## src/rtl/cm0ik_sram_arb_pkg.sv

```systemverilog
// ============================================================================
// Module   : cm0ik_sram_arb_pkg
// Brief    : Shared encodings for the two-port SRAM arbiter.
// Revision : 1.0 - initial release
// ============================================================================
`default_nettype none

package cm0ik_sram_arb_pkg;

  typedef logic [1:0] arb_state_t;

  localparam arb_state_t  c_st_idle = 2'd0;
  localparam arb_state_t  c_st_own0 = 2'd1;
  localparam arb_state_t  c_st_own1 = 2'd2;

  localparam int unsigned c_port0   = 0;
  localparam int unsigned c_port1   = 1;

  localparam logic [3:0]  c_we_read = 4'h0;

endpackage

`default_nettype wire

```

## src/rtl/cm0ik_sram_arb_mux.sv

```systemverilog
// ============================================================================
// Module   : cm0ik_sram_arb_mux
// Brief    : Drives the SRAM pins from whichever port holds the one-hot grant.
// Revision : 1.0 - initial release
// ============================================================================
`default_nettype none

module cm0ik_sram_arb_mux
  import cm0ik_sram_arb_pkg::*;
#(
  parameter int ADDRWIDTH = 18,
  parameter int DATAWIDTH = 32
) (
  input  logic [1:0]           gnt_i,
  input  logic [ADDRWIDTH-1:0] addr0_i,
  input  logic [ADDRWIDTH-1:0] addr1_i,
  input  logic [3:0]           we0_i,
  input  logic [3:0]           we1_i,
  input  logic [DATAWIDTH-1:0] wdata0_i,
  input  logic [DATAWIDTH-1:0] wdata1_i,
  output logic                 scs_o,
  output logic [ADDRWIDTH-1:0] saddr_o,
  output logic [3:0]           swe_o,
  output logic [DATAWIDTH-1:0] swdata_o
);

  // Idle pins are forced to zero so the SRAM sees no stray writes.
  always_comb begin
    scs_o    = 1'b0;
    saddr_o  = '0;
    swe_o    = '0;
    swdata_o = '0;
    if (gnt_i[c_port0]) begin
      scs_o    = 1'b1;
      saddr_o  = addr0_i;
      swe_o    = we0_i;
      swdata_o = wdata0_i;
    end else if (gnt_i[c_port1]) begin
      scs_o    = 1'b1;
      saddr_o  = addr1_i;
      swe_o    = we1_i;
      swdata_o = wdata1_i;
    end
  end

endmodule

`default_nettype wire

```

## src/rtl/cm0ik_sram_arb.sv

```systemverilog
// ============================================================================
// Module   : cm0ik_sram_arb
// Brief    : Two-port SRAM arbiter; round-robin with burst tenure limit when
//            CM0IK_SRAM_ARB_RR_EN is defined, fixed port-0 priority otherwise.
// Revision : 1.0 - initial release
// ============================================================================
`default_nettype none

module cm0ik_sram_arb
  import cm0ik_sram_arb_pkg::*;
#(
  parameter int ADDRWIDTH = 18,
  parameter int DATAWIDTH = 32,
  parameter int MAXBURST  = 4
) (
  input  logic                 CLK,
  input  logic                 RESET,
  input  logic                 REQ0,
  input  logic                 REQ1,
  input  logic [ADDRWIDTH-1:0] ADDR0,
  input  logic [ADDRWIDTH-1:0] ADDR1,
  input  logic [3:0]           WE0,
  input  logic [3:0]           WE1,
  input  logic [DATAWIDTH-1:0] WDATA0,
  input  logic [DATAWIDTH-1:0] WDATA1,
  output logic                 GNT0,
  output logic                 GNT1,
  output logic                 RVALID0,
  output logic                 RVALID1,
  output logic [DATAWIDTH-1:0] RDATA0,
  output logic [DATAWIDTH-1:0] RDATA1,
  output logic                 SCS,
  output logic [ADDRWIDTH-1:0] SADDR,
  output logic [3:0]           SWE,
  output logic [DATAWIDTH-1:0] SWDATA,
  input  logic [DATAWIDTH-1:0] SRDATA
);

  arb_state_t state_q, state_d;
  logic [3:0] cnt_q, cnt_d;
  logic       last_q, last_d;
  logic [1:0] rtag_q, rtag_d;
  logic [1:0] w_gnt;
  logic [3:0] w_cnt_inc;

`ifdef CM0IK_SRAM_ARB_RR_EN
  localparam logic [3:0] c_burst_last = 4'(MAXBURST - 1);
`else
  logic w_unused_cfg;
  assign w_unused_cfg = ^{4'(MAXBURST), last_q};
`endif

  always_ff @(posedge CLK or posedge RESET) begin
    if (RESET) begin
      state_q <= c_st_idle;
      cnt_q   <= 4'd0;
      last_q  <= 1'b1;
      rtag_q  <= 2'b00;
    end else begin
      state_q <= state_d;
      cnt_q   <= cnt_d;
      last_q  <= last_d;
      rtag_q  <= rtag_d;
    end
  end

  assign w_cnt_inc = (cnt_q == 4'hF) ? 4'hF : cnt_q + 4'd1;

  // cnt_q is the index of the previous grant within the current tenure.
  always_comb begin
    state_d = c_st_idle;
    cnt_d   = 4'd0;
    last_d  = last_q;
    case (state_q)
      c_st_own0: begin
`ifdef CM0IK_SRAM_ARB_RR_EN
        if (REQ0 && (!REQ1 || (cnt_q < c_burst_last))) begin
`else
        if (REQ0) begin
`endif
          state_d = c_st_own0;
          cnt_d   = w_cnt_inc;
        end else begin
          state_d = REQ1 ? c_st_own1 : c_st_idle;
          last_d  = 1'b0;
        end
      end
      c_st_own1: begin
`ifdef CM0IK_SRAM_ARB_RR_EN
        if (REQ1 && (!REQ0 || (cnt_q < c_burst_last))) begin
`else
        if (REQ1 && !REQ0) begin
`endif
          state_d = c_st_own1;
          cnt_d   = w_cnt_inc;
        end else begin
          state_d = REQ0 ? c_st_own0 : c_st_idle;
          last_d  = 1'b1;
        end
      end
      default: begin
`ifdef CM0IK_SRAM_ARB_RR_EN
        if (REQ0 && (!REQ1 || last_q)) begin
`else
        if (REQ0) begin
`endif
          state_d = c_st_own0;
        end else if (REQ1) begin
          state_d = c_st_own1;
        end
      end
    endcase
  end

  always_comb begin
    w_gnt                = 2'b00;
    w_gnt[c_port0]       = (state_d == c_st_own0);
    w_gnt[c_port1]       = (state_d == c_st_own1);
    rtag_d               = 2'b00;
    rtag_d[c_port0]      = w_gnt[c_port0] && (WE0 == c_we_read);
    rtag_d[c_port1]      = w_gnt[c_port1] && (WE1 == c_we_read);
  end

  assign GNT0    = w_gnt[c_port0];
  assign GNT1    = w_gnt[c_port1];
  assign RVALID0 = rtag_q[c_port0];
  assign RVALID1 = rtag_q[c_port1];
  assign RDATA0  = SRDATA;
  assign RDATA1  = SRDATA;

  cm0ik_sram_arb_mux #(
    .ADDRWIDTH (ADDRWIDTH),
    .DATAWIDTH (DATAWIDTH)
  ) u_mux (
    .gnt_i    (w_gnt),
    .addr0_i  (ADDR0),
    .addr1_i  (ADDR1),
    .we0_i    (WE0),
    .we1_i    (WE1),
    .wdata0_i (WDATA0),
    .wdata1_i (WDATA1),
    .scs_o    (SCS),
    .saddr_o  (SADDR),
    .swe_o    (SWE),
    .swdata_o (SWDATA)
  );

endmodule

`default_nettype wire

```

## config.mk

```make
export PLATFORM = sky130hd
export DESIGN_NAME = cm0ik_sram_arb
export DESIGN_NICKNAME = d
export VERILOG_FILES = /design/src/rtl/cm0ik_sram_arb_pkg.sv /design/src/rtl/cm0ik_sram_arb_mux.sv /design/src/rtl/cm0ik_sram_arb.sv
export SDC_FILE = /design/constraint.sdc
export NUM_CORES = 1
export LEC_CHECK = 0
export BUFFER_PORTS_ARGS = -buffer_cell sky130_fd_sc_hd__buf_2
export CAP_MARGIN = 20
export CORE_AREA = 3 3 103 105
export DETAILED_ROUTE_END_ITERATION = 10
export DIE_AREA = 0 0 106 108
export GPL_ROUTABILITY_DRIVEN = 0
export PLACE_DENSITY_LB_ADDON = 0.3
export SYNTH_ARGS = -nofsm -noshare
export SYNTH_HDL_FRONTEND = slang
export SYNTH_SLANG_ARGS = --single-unit
```

## constraint.sdc

```tcl
create_clock -name CLK -period 1.7 [get_ports CLK]
set_input_delay 0.34 -clock CLK [delete_from_list [all_inputs] [get_ports CLK]]
set_output_delay 0.34 -clock CLK [all_outputs]
set_load 0.01 [all_outputs]
```

==> results of run 1 <==
[through the flow]
stage	utilization	std cells
final	0.1941	471
after global routing	0.1941	471
after CTS	0.1941	471
after detailed placement	0.1888	467
after global placement	0.1888	467
after floorplan	-	241
[synth_stat cells]
cell      instances
nand2_1          96
buf_2             4
o21ai_0          38
dfrtp_1           2
o21ai_1          10
a22o_1            6
nor2b_1           1
nand2b_1          1
clkbuf_1          1
nor4_1            2
buf_4            74
buf_1             3
or2_2             1
inv_1             1
and2_1            1
[metal layers]
metal | global-route usage | vias to the layer above | part of all wire
met3 | 0.02866 | 28 | 0.11
li1 | - | 899 | -
met4 | 0.04718 | 2 | 0.044
met5 | 0 | - | 0.0037
met1 | 0.08957 | 725 | 0.36
met2 | 0.1462 | 108 | 0.48
[final cells by class]
| cell class | count | area, sq um |
|---|---|---|
| Clock buffer | 3 | 41.29 |
| Inverter | 1 | 3.754 |
| Timing Repair Buffer | 176 | 935.9 |
| Multi-Input combinational cell | 156 | 690.7 |
| Fill cell | 1170 | 7841 |
| Sequential cell | 2 | 50.05 |
| Tap cell | 133 | 166.4 |
[how the worst max path moves through the flow]
| stage | from | end | slack (ps) | cells past startpoint |
|---|---|---|---|---|
| floorplan | REQ0 | SWDATA[16] | 430 | 3 |
| global placement | REQ1 | SADDR[1] | 230 | 5 |
| detailed placement | REQ1 | SCS | 240 | 4 |
| CTS | REQ1 | SCS | 240 | 4 |
| global route | REQ1 | SADDR[15] | 140 | 5 |
| finish | REQ1 | SCS | 240 | 4 |
[what timing repair did]
| item | CTS | global route |
|---|---|---|
| hold buffers | 1 | 0 |
| buffers inserted | 0 | 0 |
| endpoints found under the hold margin | 2 | 0 |
[worst max-delay path, stage by stage]
cell and delay (ps):
buf_2 120, buf_4 200, or2_2 300, buf_2 140
[cells in the final DEF (no fill, tap or decap)]
master         netlist  routed
nor2b_1              1       1
dfrtp_1              2       2
dlygate4sd3_1        0       1
a22o_1               6       6
o21ai_0             38      38
o21ai_1             10      10
nand2b_1             1       1
inv_1                1       1
and2_1               1       1
clkbuf_8             0       3
buf_4               74       2
buf_12               0       3
nor4_1               2       2
or2_2                1       1
buf_2                4     170
nand2_1             96      96
[cell families (layout without fill, tap and decap cells)]
group	after synthesis	after routing
DFF	2	2
AOI/OAI and AO/OA	54	54
and+or+nand+nor	102	102
buffers and inverters	83	180
[where the power goes]
part	switching (uW)	internal, uW
sequential	0.145	48.6
combinational	226	223
clock	32.6	149
total	259	421
==> metrics.txt, run 1 <==
Crit Path Class=in -> out; # DRC=0; Ant. Diodes=0; CTS tree=built; pwr dens=359.8 mW/mm^2; FF+latch count, synth=2; CTS Buf Count=3; Hold Crit Endpoint=rtag_q[0]$_DFF_PP0_; Slew headroom=0.8253; core area=0.009729 sq mm; Avg Inst Size Synth=approximately 5.5 sq um; routed vias=1762; kind of end point of the critical path=output port; Tightest Pin Transition=259.6 ps; vias in the first global route=between 1500 and 2000; Synth top area share=0.4161; Ys Warns=0; number of port buffers=170; area grow syn2layout=41.42%; maximum number of pins on one net before global-route repair=58; fraction of layout cells with a size suffix above 1=0.5296; vias per cell=3.741; Regs by FF count=rtag_q (2); post-synthesis cell type count=15; hold slack=about 310 ps; max-slew violations=0; Post-Syn Nets=385; status=finished, final reports clean; # nets final=484; CTS root buf=clkbuf_8; Cell Area, Placed=between 0.0015 and 0.002 sq mm; main combinational cell family by area after synthesis=buffers and inverters; Resized cells post-CTS=0; design area=~0.0019 sq mm; Starting Density=0.1372; max reg flops=2; Final setup viols=0; initial antenna violation count=1; hold path start=WE0[2]; final worst slack=240.2 ps; Die Area=0.01145 sq mm; Peak VDD IR=164.9 uV; sequential cell area fraction in the yosys report=0.03749; H-tree levels=1; Die H=108 um; # rows=36; synthesized-area fraction occupied by adder cells=0; max cap viols=0; CTS sink cnt=2; drt pass-1 iters=4; largest area contributor in the netlist=buf_4; Total Power=679.2 uW; complex-gate fraction of the synthesized area=0.2193; Worst EP required=approximately 1400 ps; grt ovf=0; RSZ-0062 raised after global routing=false; Crit Path Max Fanout=23; Period minus WS final=1460 ps; Post-Synth Simple-Gate Area=0.2980; Die Width=~110 um; startpoint types=input port; GRT Overall Usage=0.08409; number of antenna-violating nets in the routed design=0; global-route wire length before repair=7921 um; Leak=0.001105 uW; post-synthesis mux area share=0; wire per inst=11.44 um; total routed wirelength=about 5400 um; setup_tns=0 ps; Mapped Area=~0.0013 sq mm; largest cells by area after synthesis=buf_4 42%, nand2_1 27%, o21ai_0 14%; cell count after synthesis=approximately 240; Arr. time, crit path=1120 ps; worst min-delay path class=in -> reg; crit share post-route=0.8587; Reg with most FFs=rtag_q; CTS Buffer Depth=2; 1st-iter DRT viols=88; hold path depth=2; Top-Level Pins=267; DP Wirelength=about 4700 um; Peak Freq=685.0 MHz; pre-CTS setup slack=237.5 ps; final hold viol count=0; clk slew on worst S/H paths=30 ps; post-synthesis xor/xnor area fraction=0
Note: power is estimated with default switching activity, not from simulation.
==> run 2: changes to the inputs <==
- ABC_AREA: not set -> 1
- CORE_AREA: 3 3 103 105 -> 3 3 102 104
- DIE_AREA: 0 0 106 108 -> 0 0 105 107
==> metrics.txt, run 2 <==
startpoint types=input port; ys flop type=dfrtp_1; status=finished, final reports clean; # rows=36; RSZ-0062 raised after global routing=false; Avg Inst Size Synth=5.297 sq um; Ys Warns=0; setup bufs post-CTS=0; Ant. Diodes=0; vias in the first global route=1881; Met3 Routed Length=about 520 um; worst min-delay path class=in -> reg; Crit Path Max Fanout=28; GRT Overall Usage=0.09529; CP max-delay cell=buf_4; vias per cell=3.839; Peak VDD IR=128.6 uV; CTS Buf Count=3; CTS sink cnt=2; Peak Freq=704.2 MHz; maximum number of pins on one net before global-route repair=38; routed length on met1=around 2000 um; Final setup viols=0; CP top delay family=buffers and inverters; Mapped Area=0.001383 sq mm; max cap viols=0; global-route wire length before repair=roughly 8900 um; Tightest Pin Transition=297.6 ps; crit share post-route=0.8353; worst path bufs/invs=3; grt ovf=0; fraction of layout cells with a size suffix above 1=0.5042; post-synthesis xor/xnor area fraction=0; design area=0.001948 sq mm; CTS root buf=clkbuf_8; sequential cell area fraction in the yosys report=0.03620; pwr dens=364.4 mW/mm^2; Crit Path Class=in -> out; number of flops mapped to enable cells by yosys=0; DP Wirelength=4735 um; Post-Synth Simple-Gate Area=0.5176; 1st-iter DRT viols=97; wire per inst=11.66 um; complex-gate fraction of the synthesized area=0; max reg flops=2; H-tree levels=1; highest-count cells in the layout ignoring fill and taps=170 x buf_2, 112 x nand2_1, 54 x nand3_1, 5 x nor2_1; FF+latch count, synth=2; Resized cells post-CTS=0; Total Power=a little over 700 uW; Die Width=around 110 um; clk slew on worst S/H paths=30 ps; post-synthesis cell type count=11; initial antenna violation count=0; Async S/R FF share, synth=1.000; Synth top area share=0.3584; Critical Path, Cell by Cell=buf_2 -> buf_4 -> nand2_1 -> nand2_1 -> buf_2; number of port buffers=between 150 and 200; number of antenna-violating nets in the routed design=0; # DRC=0; hold path start=WE0[1]; CP peak stage delay=approximately 300 ps; largest area contributor in the netlist=buf_4; routed vias=1889; CTS Buffer Depth=2; Regs by FF count=rtag_q (2); # nets final=approximately 510; CTS tree=built; setup_tns=0 ps; Post-Syn Nets=roughly 410; core area=0.009639 sq mm; most common cell in the synthesized netlist=nand2_1; Starting Density=0.1434; most common cell after layout, fill and taps aside=buf_2; Slew headroom=0.8016; kind of end point of the critical path=output port; Worst EP required=1360 ps; top sig layer=met4; number of fill cells=roughly 1100; largest cells by area after synthesis=buf_4 36%, nand2_1 30%, nand3_1 20%; cell count after synthesis=261; post-layout util=0.2021; max-slew violations=0; top cells by count, synth=112 x nand2_1, 66 x buf_4, 54 x nand3_1; Arr. time, crit path=1080 ps; Cell Area, Placed=0.001897 sq mm; Die Area=0.01124 sq mm; Period minus WS final=1420 ps; Top-Level Pins=267; final hold viol count=0; Reg with most FFs=rtag_q; met2 WL=slightly above 3000 um; total routed wirelength=5736 um; Leak=between 0.001 and 0.0015 uW; area grow syn2layout=40.91%; Die H=107 um; drt pass-1 iters=4; main combinational cell family by area after synthesis=simple AND/OR/NAND/NOR gates; synthesized-area fraction occupied by adder cells=0; post-synthesis mux area share=0; Setup crit start=REQ0
run 2: path summary, 6_finish.rpt:
check / endpoint / slack [ps] / cells after the start
worst max-delay path: SWDATA[7] / 280 / 5
worst min-delay path: rtag_q[0]$_DFF_PP0_ / 410 / 4
max in group asynchronous: rtag_q[1]$_DFF_PP0_ / 1070 / 3
min in group asynchronous: rtag_q[0]$_DFF_PP0_ / 520 / 3
run 2: per-layer routing:
metal,track usage,vias up
met4,0.05155,0
met5,0,-
met2,0.1833,110
li1,-,946
met3,0.01987,31
met1,0.09524,802
run 2: cells by family after synthesis:
family	Yosys count
flip-flops	2
buffers and inverters	87
AND/OR/NAND/NOR	172
run 2: timing repair:
item / 4_1_cts / 5_1_grt
setup endpoints to repair: 0 / 0
hold buffers: 1 / 0
hold endpoints to repair: 2 / 0
run 2: final cells by class:
cell class | count | area, sq um | share of cell area
Timing Repair Buffer | 177 | 955.9 | 0.4907
Sequential cell | 2 | 50.05 | 0.02569
Clock buffer | 3 | 41.29 | 0.02119
Tap cell | 133 | 166.4 | 0.08542
Multi-Input combinational cell | 172 | 715.7 | 0.3674
Inverter | 5 | 18.77 | 0.009634
run 2: stage by stage:
step                      setup slack [ps]  hold slack [ps]  cells
after floorplan                      539.5            81.18    261
after global placement               269.8            190.7    488
after detailed placement             276.5            192.5    488
after CTS                            276.3            412.5    492
after global routing                 182.5            443.9    492
final                                280.0            407.5    492
run 2: tightest hold or removal path, cell delays in order:
cell	delay [ps]
buf_2	80
nor2_1	40
nand2_1	50
nor2_1	50
run 2: where the power goes:
| group | switching [uW] | total (uW) | internal [uW] |
|---|---|---|---|
| clock network | 36.7 | 186 | 150 |
| registers | 0.108 | 48.7 | 48.6 |
| logic | 247 | 475 | 228 |
